<file path="config.mk">
export PLATFORM = sky130hd
export DESIGN_NAME = fifo_reader
export DESIGN_NICKNAME = d
export VERILOG_FILES = /design/src/rtl/fifo_reader.sv
export SDC_FILE = /design/constraint.sdc
export NUM_CORES = 1
export LEC_CHECK = 0
export ABC_AREA = 1
export CORE_AREA = 5 5 161 148
export CTS_BUF_LIST = sky130_fd_sc_hd__clkbuf_8
export CTS_CLUSTER_DIAMETER = 30
export DETAILED_ROUTE_END_ITERATION = 10
export DIE_AREA = 0 0 166 153
export DONT_BUFFER_PORTS = 1
export PLACE_DENSITY = 0.44
export SLEW_MARGIN = 20
export SYNTH_ARGS = -nofsm -noshare
export SYNTH_HDL_FRONTEND = slang
export SYNTH_SLANG_ARGS = --single-unit
</file>
<file path="constraint.sdc">
create_clock -name clk -period 2.5 [get_ports clk]
set_clock_uncertainty 0.15 [all_clocks]
set_input_delay 0.5 -clock clk [delete_from_list [all_inputs] [get_ports clk]]
set_output_delay 0.5 -clock clk [all_outputs]
set_load 0.05 [all_outputs]
</file>
<file path="src/rtl/fifo_reader.sv">
// Read-side master for the push/pull FIFO: pulls a commanded burst of words and
// streams them out on valid/ready through a 2-entry skid buffer, tagging the last word.
module fifo_reader #(
  parameter int BUSW = 32,
  parameter int CNTW = 16
) (
  input  logic            clk,
  input  logic            rst_n,
  input  logic            fifo_empty,
  input  logic [BUSW-1:0] fifo_dataout,
  output logic            fifo_pull,
  input  logic            start,
  input  logic [CNTW-1:0] burst_len,
  output logic            busy,
  output logic            done,
  output logic            out_valid,
  input  logic            out_ready,
  output logic [BUSW-1:0] out_data,
  output logic            out_last,
  output logic [CNTW-1:0] words_sent
);

  localparam logic [1:0] IDLE  = 2'd0;
  localparam logic [1:0] RUN   = 2'd1;
  localparam logic [1:0] DRAIN = 2'd2;
  localparam logic [1:0] DONE  = 2'd3;

  localparam logic [CNTW-1:0] ONE = {{(CNTW-1){1'b0}}, 1'b1};

  logic [1:0]      state;
  logic [CNTW-1:0] remaining;
  logic [1:0]      count;
  logic [BUSW-1:0] head_data;
  logic [BUSW-1:0] tail_data;
  logic            head_last;
  logic            tail_last;
  logic            pop;
  logic            take_last;

  // Stream handshake: a word moves when out_valid && out_ready at a rising edge;
  // while out_valid=1 and out_ready=0 the head word is held unchanged.
  assign out_valid = (count != 2'd0);
  assign pop       = out_valid && out_ready;
  assign take_last = (remaining == ONE);

  // A pull into a full buffer is allowed only when the head leaves on the same edge.
  assign fifo_pull = (state == RUN) && !fifo_empty && (remaining != '0) &&
                     ((count < 2'd2) || pop);

  assign out_data = head_data;
  assign out_last = head_last && out_valid;
  assign busy     = (state == RUN) || (state == DRAIN);
  assign done     = (state == DONE);

  always_ff @(posedge clk or negedge rst_n) begin
    if (!rst_n) begin
      state      <= IDLE;
      remaining  <= '0;
      words_sent <= '0;
    end else begin
      case (state)
        IDLE: begin
          if (start) begin
            remaining  <= burst_len;
            words_sent <= '0;
            state      <= (burst_len != '0) ? RUN : DONE;
          end
        end
        RUN: begin
          if (fifo_pull) begin
            remaining <= remaining - ONE;
            if (take_last) state <= DRAIN;
          end
        end
        DRAIN: begin
          if (pop && out_last) state <= DONE;
        end
        default: state <= IDLE;
      endcase
      if (pop) words_sent <= words_sent + ONE;
    end
  end

  // Two-entry skid buffer; the head entry always drives the stream.
  always_ff @(posedge clk or negedge rst_n) begin
    if (!rst_n) begin
      count     <= 2'd0;
      head_data <= '0;
      head_last <= 1'b0;
      tail_data <= '0;
      tail_last <= 1'b0;
    end else begin
      case ({fifo_pull, pop})
        2'b10: begin
          if (count == 2'd0) begin
            head_data <= fifo_dataout;
            head_last <= take_last;
          end else begin
            tail_data <= fifo_dataout;
            tail_last <= take_last;
          end
          count <= count + 2'd1;
        end
        2'b01: begin
          head_data <= tail_data;
          head_last <= tail_last;
          count     <= count - 2'd1;
        end
        2'b11: begin
          if (count == 2'd1) begin
            head_data <= fifo_dataout;
            head_last <= take_last;
          end else begin
            head_data <= tail_data;
            head_last <= tail_last;
            tail_data <= fifo_dataout;
            tail_last <= take_last;
          end
        end
        default: ;
      endcase
    end
  end

endmodule

</file>
==> metrics.log, run 1 <==
[metrics] CP Buf/Inv Count: 4
[metrics] top_reg_cell synth: sky130_fd_sc_hd__dfrtp_1
[metrics] Fill cells: about 2400
[metrics] DR vias: roughly 4600
[metrics] number of clock sinks seen by CTS: 102
[metrics] cells traversed along the worst timing path: inv_2 > ha_4 > clkinvlp_4 > buf_4 > nand2_2 > clkinvlp_4
[metrics] number of setup violations in the final report: 0
[metrics] row count: between 50 and 60
[metrics] slew at the pin closest to its max-slew limit: 0.610 ns
[metrics] placeable core area: between 20000 and 25000 um2
[metrics] ANT cells: 0
[metrics] power density relative to cell area: 1260 nW/um2
[metrics] total routing resource utilization after global routing: 0.120
[metrics] worst-case clock buffer depth: 2
[metrics] gate family responsible for the most delay along the worst path: buffers and inverters
[metrics] register clock-pin slew on the reported worst setup and hold paths: 0.11 ns
[metrics] path type of the worst min-delay path: in2async
[metrics] total number of nets in the final design: a little over 800
[metrics] ratio of cells with drive above 1 in the final layout: 0.128
[metrics] Post-Synthesis Net Count: slightly below 800
[metrics] outcome: finished, violations left
[metrics] Highest Clock Rate: roughly 420 MHz
[metrics] number of top-level pins: around 110
[metrics] Leakage Power: between 3 and 4 nW
[metrics] worst path required time: roughly 1.9 ns
[metrics] number of port buffers: 0
[metrics] number of synthesized flops with an enable pin: 0
[metrics] Inserted Clock Buffers: 9
[metrics] Most common cell on crit path: sky130_fd_sc_hd__clkinvlp_4
[metrics] violated checks: negative hold slack
[metrics] grt ovf: 0
[metrics] total design power: about 0.0081 W
[metrics] CTS Root Buffer Type: sky130_fd_sc_hd__clkbuf_8
[metrics] max-capacitance violation count: 0
[metrics] antenna-violating nets left: 0
[metrics] width of the chip: around 170 um
[metrics] FFs w/ async S/R, synth: 1.00
[metrics] initial antenna violation count: 0
[metrics] clk_lat worst skew: roughly 0.38 ns
[metrics] maximum fanout along the worst path: 3
[metrics] maximum number of pins on one net before global-route repair: roughly 100
[metrics] number of distinct library cell variants in the gate-level netlist after synthesis: 29
[metrics] peak ir drop on the vdd network: around 380 uV
[metrics] minimum clock period: ~2.4 ns
[metrics] drt drc: 0
[metrics] final hold violations: 102
[metrics] half-perimeter wire length after detailed placement: 10.5 mm
[metrics] vias in the first global route: between 4000 and 5000
[metrics] sequential share of the synthesized area: 0.474
[metrics] max-slew headroom at the worst pin: 0.594
[metrics] wire length of the first global-routing pass: approximately 25 mm
[metrics] data arrival time at the worst-slack endpoint: roughly 1.7 ns
[metrics] Synth Warn #: 0
[metrics] Setup TNS Final: 0 ns
[metrics] crit path kind: reg2out
[metrics] number of H-tree branching levels: 3
[metrics] number of synthesized register bits: 102
[metrics] worst stage delay on the critical path: about 0.43 ns
[metrics] first-iteration detailed-routing DRC count: 252
[metrics] number of cells produced by synthesis: between 700 and 800
[metrics] most frequent standard cell in the layout excluding fill and tap cells: sky130_fd_sc_hd__nand2_1
[metrics] Starting Density: 0.244
[metrics] die area: roughly 25000 um2
[metrics] gpl congestion: 0.756
[metrics] smallest hold slack: -0.357 ns
[metrics] average routed wire per standard cell: between 15 and 20 um
[metrics] kind of end point of the critical path: output port
[metrics] post-route fraction of the period consumed by the critical path: 0.955
[metrics] TritonCTS clock tree: yes
[metrics] area added between synthesis and finish: 19.7%
[metrics] vias per inst: between 4 and 5
[metrics] vertical extent of the die: 153 um
[metrics] number of detailed-routing iterations run before antenna repair: 4
[metrics] Slowest cell on crit path: sky130_fd_sc_hd__dfrtp_1
[metrics] commonest non-fill, non-tap cells in the layout: 219 x sky130_fd_sc_hd__nand2_1, 102 x sky130_fd_sc_hd__dfrtp_1, 99 x sky130_fd_sc_hd__inv_1, 57 x sky130_fd_sc_hd__nand3_1, 56 x sky130_fd_sc_hd__o21ai_0
[metrics] startpoint class of the critical path: register
[metrics] total detailed-routing wirelength: around 16 mm
[metrics] mean area per synthesized cell: between 7 and 8 um2
[metrics] final slew viol count: 0
[metrics] area of the mapped netlist: roughly 5400 um2
sequential cells by signal, indices dropped and copies added, names as in the netlist:
name,cells
count,2
head_last,1
out_data,32
remaining,16
state,2
tail_data,32
tail_last,1
words_sent,16
power by group:
part           switching, W  total (W)  internal (W)
clock              0.000658    0.00107      0.000408
sequential          0.00123    0.00351       0.00228
combinational       0.00217    0.00351       0.00134
cells by family after synthesis:
logic type      synth area share
simple gates               0.257
flops                      0.474
xor+xnor                 0.00651
compound gates             0.127
fa+ha+maj                 0.0279
buf+inv                    0.102
mux                      0.00558
path summary, 6_finish.rpt:
kind / from / endpoint / slack (ns) / cells past startpoint
worst min register to register: tail_data[14] / tail_data[14] / 0.35 / 2
worst max register to register: remaining[0] / out_data[3] / 0.14 / 15
worst min-delay path: rst_n / out_data[4] / -0.36 / 0
max in group asynchronous: rst_n / words_sent[10] / 2.34 / 0
min in group clk: fifo_dataout[2] / tail_data[2] / 0.11 / 2
worst max-delay path: count[0] / out_last / 0.11 / 6
cells in the mapped netlist, types with 12 or more instances:
master	count	area, um2
sky130_fd_sc_hd__clkbuf_1	16	60.1
sky130_fd_sc_hd__o22ai_1	36	225
sky130_fd_sc_hd__a21oi_1	13	65.1
sky130_fd_sc_hd__dfrtp_1	102	2550
sky130_fd_sc_hd__nand3_1	57	285
sky130_fd_sc_hd__o21ai_0	63	315
sky130_fd_sc_hd__nor2_1	48	180
sky130_fd_sc_hd__inv_1	108	405
sky130_fd_sc_hd__ha_1	12	150
sky130_fd_sc_hd__nand2_1	220	826
metal layers:
layer,up-vias,track usage,share of wire
li1,2360,-,-
met1,2127,0.160,0.47
met2,98,0.190,0.45
met3,7,0.0439,0.067
met4,0,0.0220,0.0073
met5,-,0,0
through the flow:
step	util	cell area (um2)	instances	hold slack, ns	worst slack [ns]
floorplan	-	5530	723	0.0544	-0.0214
global placement	0.274	6050	1028	0.0611	0.146
detailed placement	0.274	6050	1028	0.0609	0.0795
CTS	0.284	6250	1045	-0.389	0.0103
global route	0.292	6440	1057	-0.409	-0.00480
finish	0.292	6440	1057	-0.357	0.111
layout make-up:
| cell class | count | area (um2) | area share |
|---|---|---|---|
| Clock buffer | 10 | 138 | 0.0214 |
| Clock inverter | 6 | 52.6 | 0.00816 |
| Inverter | 110 | 425 | 0.0660 |
| Multi-Input combinational cell | 482 | 2380 | 0.370 |
| Sequential cell | 102 | 2550 | 0.396 |
| Tap cell | 297 | 372 | 0.0577 |
| Timing Repair Buffer | 50 | 518 | 0.0804 |
timing repair:
item,4_1_cts,5_1_grt
buffers inserted,1,6
pin swaps,0,4
endpoints found under the setup margin,2,50
hold endpoints to repair,102,102
resized for setup,3,18
cloned,0,6
Note: power is estimated with default switching activity, not from simulation.
==> run 2, diff against run 1 <==
- RECOVER_POWER: not set -> 100
==> run 2 against run 1 <==
Compared with the run above:
- the run still ends with negative hold slack left
- hold slack worse by 0.00070 ns
- wire length hardly changed
- non-clock buffer count stayed put
- fmax is 0.35% higher
- critical path depth is 2 higher
- die area stayed put
- power is 0.79% lower
- count of clock-buffer cells in the layout stayed put
- core utilization is 0.31 points lower
- via count hardly changed
- combinational power is 2% lower
- cell area is 1.1% lower
- largest power group unchanged
- highest routed layer unchanged
==> metrics.log, run 2 (same netlist as run 1, synthesis figures left out) <==
[metrics] outcome: finished, violations left
[metrics] violated checks: negative hold slack
[metrics] max-slew headroom at the worst pin: 0.397 (-0.197)
[metrics] worst path required time: 1.85 ns (about the same)
[metrics] number of H-tree branching levels: 3 (unchanged)
[metrics] total detailed-routing wirelength: 16.1 mm (about the same)
[metrics] GRT busiest layer: met2
[metrics] placeable core area: 22100 um2 (unchanged)
[metrics] register clock-pin slew on the reported worst setup and hold paths: 0.11 ns (about the same)
[metrics] Placed Cells incl. Taps: 1028 (unchanged)
[metrics] grt ovf: 0 (unchanged)
[metrics] CP Buf/Inv Count: 3 (-1)
[metrics] peak ir drop on the vdd network: 376 uV (about the same)
[metrics] first-iteration detailed-routing DRC count: 287 (+14%)
[metrics] number of top-level pins: 106 (unchanged)
[metrics] Highest Clock Rate: 420 MHz (+0.35%)
[metrics] maximum fanout along the worst path: 4 (+1)
[metrics] minimum clock period: 2.38 ns (-0.00841 ns)
[metrics] final core utilization: 0.289 (-0.00312)
[metrics] average routed wire per standard cell: 15.2 um (about the same)
[metrics] crit path kind: reg2out
[metrics] global-route met2 utilization: 0.190 (unchanged)
[metrics] vias in the first global route: 4502 (unchanged)
[metrics] power density relative to cell area: 1260 nW/um2 (+0.28%)
[metrics] total number of nets in the final design: 820 (unchanged)
[metrics] die area: 25400 um2 (unchanged)
[metrics] half-perimeter wire length after detailed placement: 10.5 mm (unchanged)
[metrics] width of the chip: 166 um (unchanged)
[metrics] post-route fraction of the period consumed by the critical path: 0.952 (-0.00336)
[metrics] Slowest cell on crit path: sky130_fd_sc_hd__dfrtp_1
[metrics] slew at the pin closest to its max-slew limit: 0.904 ns (+0.295 ns)
[metrics] worst-case clock buffer depth: 2 (unchanged)
[metrics] cells traversed along the worst timing path: inv_2 > ha_2 > nand2_1 > nor2_2 > nand2_1 > nand2_2 > clkinv_4 > buf_6
[metrics] DR vias: 4595 (+0.065%)
[metrics] setup slack at placement: 0.0795 ns (unchanged)
[metrics] data arrival time at the worst-slack endpoint: 1.73 ns (about the same)
[metrics] number of detailed-routing iterations run before antenna repair: 4 (unchanged)
[metrics] vertical extent of the die: 153 um (unchanged)
[metrics] antenna-violating nets left: 0 (unchanged)
[metrics] final hold violations: 102 (unchanged)
[metrics] grt met3 use: 0.0439 (unchanged)
[metrics] vias per inst: 4.35 (about the same)
[metrics] worst setup margin: 0.120 ns (+0.00841 ns)
[metrics] clk_lat worst skew: 0.38 ns (about the same)
[metrics] total routing resource utilization after global routing: 0.120 (unchanged)
[metrics] drt drc: 0 (unchanged)
[metrics] wire length of the first global-routing pass: 24.7 mm (unchanged)
[metrics] met1 Usage GRT: 0.160 (unchanged)
[metrics] Starting Density: 0.244 (unchanged)
[metrics] Most common cell on crit path: sky130_fd_sc_hd__nand2_1
[metrics] total design power: 0.00803 W (-0.79%)
[metrics] setup slack of the worst register-to-register path: 0.14 ns (about the same)
[metrics] path type of the worst min-delay path: in2async
[metrics] kind of end point of the critical path: output port
[metrics] initial antenna violation count: 0 (unchanged)
[metrics] row count: 52 (unchanged)
[metrics] startpoint class of the critical path: register
[metrics] commonest non-fill, non-tap cells in the layout: 219 x sky130_fd_sc_hd__nand2_1, 102 x sky130_fd_sc_hd__dfrtp_1, 100 x sky130_fd_sc_hd__inv_1, 59 x sky130_fd_sc_hd__o21ai_0, 57 x sky130_fd_sc_hd__nand3_1
[metrics] Inserted Clock Buffers: 9 (unchanged)
[metrics] ANT cells: 0 (unchanged)
[metrics] smallest hold slack: -0.358 ns (-0.000697 ns)
[metrics] number of clock sinks seen by CTS: 102 (unchanged)
[metrics] gate family responsible for the most delay along the worst path: simple AND/OR/NAND/NOR gates
[metrics] gpl congestion: 0.756 (unchanged)
[metrics] max-capacitance violation count: 0 (unchanged)
[metrics] number of setup violations in the final report: 0 (unchanged)
[metrics] area added between synthesis and finish: 18.4%
[metrics] maximum number of pins on one net before global-route repair: 103 (unchanged)
[metrics] most frequent standard cell in the layout excluding fill and tap cells: sky130_fd_sc_hd__nand2_1
[metrics] CTS Root Buffer Type: sky130_fd_sc_hd__clkbuf_8
[metrics] worst stage delay on the critical path: 0.41 ns (-0.02 ns)
[metrics] Leakage Power: 3.17 nW (-2.2%)
[metrics] footprint of the flip-flops and latches: 2550 um2 (unchanged)
[metrics] ratio of cells with drive above 1 in the final layout: 0.104 (-0.0237)
[metrics] TritonCTS clock tree: yes
[metrics] final slew viol count: 0 (unchanged)
[metrics] multi-input combinational cell area: 2380 um2 (-0.21%)
[metrics] number of port buffers: 0 (unchanged)
[metrics] Fill cells: 2441 (+0.66%)
[metrics] count of placed standard cells in the final layout, fillers left out: 1057 (unchanged)
-- run 2: cell count changes in the layout (fill, tap and decap cells not counted), sizes merged --
cell    change
clkbuf     +18
buf        -18
-- run 2: final timing paths --
kind                       cells after the start              to       startpoint
max                                            8       fifo_pull     remaining[0]
min                                            0     out_data[4]            rst_n
max reg2reg                                   15     out_data[3]     remaining[0]
min reg2reg                                    2   tail_data[14]    tail_data[14]
max in group asynchronous                      0  words_sent[10]            rst_n
min in group clk                               2    tail_data[2]  fifo_dataout[2]
-- run 2: cell type report --
cell class / instances / share of cell area
sequential: 102 / 0.400
multi-input combinational: 482 / 0.373
timing repair buffer: 50 / 0.0713
inverter: 110 / 0.0667
tap: 297 / 0.0583
clock buffer: 10 / 0.0216
clock inverter: 6 / 0.00824
-- run 2: layer usage --
metal | wire length, um | share of wire | vias to the layer above
met2 | 7310 | 0.45 | 102
met5 | 0 | 0 | -
met3 | 1080 | 0.067 | 7
met4 | 118 | 0.0073 | 0
met1 | 7580 | 0.47 | 2127
li1 | - | - | 2359
-- run 2: power by group --
| group | internal [W] | switching [W] | total (W) |
|---|---|---|---|
| sequential | 0.00228 | 0.00123 | 0.00351 |
| combinational | 0.00129 | 0.00216 | 0.00345 |
| clock | 0.000408 | 0.000656 | 0.00106 |
-- run 2: what timing repair did --
| item | 4_1_cts | 5_1_grt |
|---|---|---|
| gates cloned | 0 | 6 |
| endpoints found under the setup margin | 2 | 50 |
| gates resized for setup | 3 | 18 |
| hold endpoints to repair | 102 | 102 |
| buffers inserted | 1 | 6 |
| pin swaps | 0 | 4 |
-- run 2: per-stage QoR --
stage,cell area (um2),TNS (ns)
floorplan,5530,-0.640
global placement,6050,0
detailed placement,6050,0
CTS,6250,0
global route,6370,-0.00523
finish,6370,0
-- run 2: worst reg2reg max path, stage by stage, from the launching register on --
cell and delay, ns:
sky130_fd_sc_hd__dfrtp_1 0.41, sky130_fd_sc_hd__inv_2 0.09, sky130_fd_sc_hd__ha_2 0.19, sky130_fd_sc_hd__nand2_1 0.09
sky130_fd_sc_hd__nor2_2 0.11, sky130_fd_sc_hd__nand2_1 0.09, sky130_fd_sc_hd__nand2_2 0.12, sky130_fd_sc_hd__clkinv_4 0.09
sky130_fd_sc_hd__ha_4 0.18, sky130_fd_sc_hd__inv_2 0.06, sky130_fd_sc_hd__nor2_4 0.05, sky130_fd_sc_hd__o21ai_4 0.22
sky130_fd_sc_hd__buf_12 0.19, sky130_fd_sc_hd__o22ai_1 0.09, sky130_fd_sc_hd__nand2_1 0.07, sky130_fd_sc_hd__nand2_1 0.05
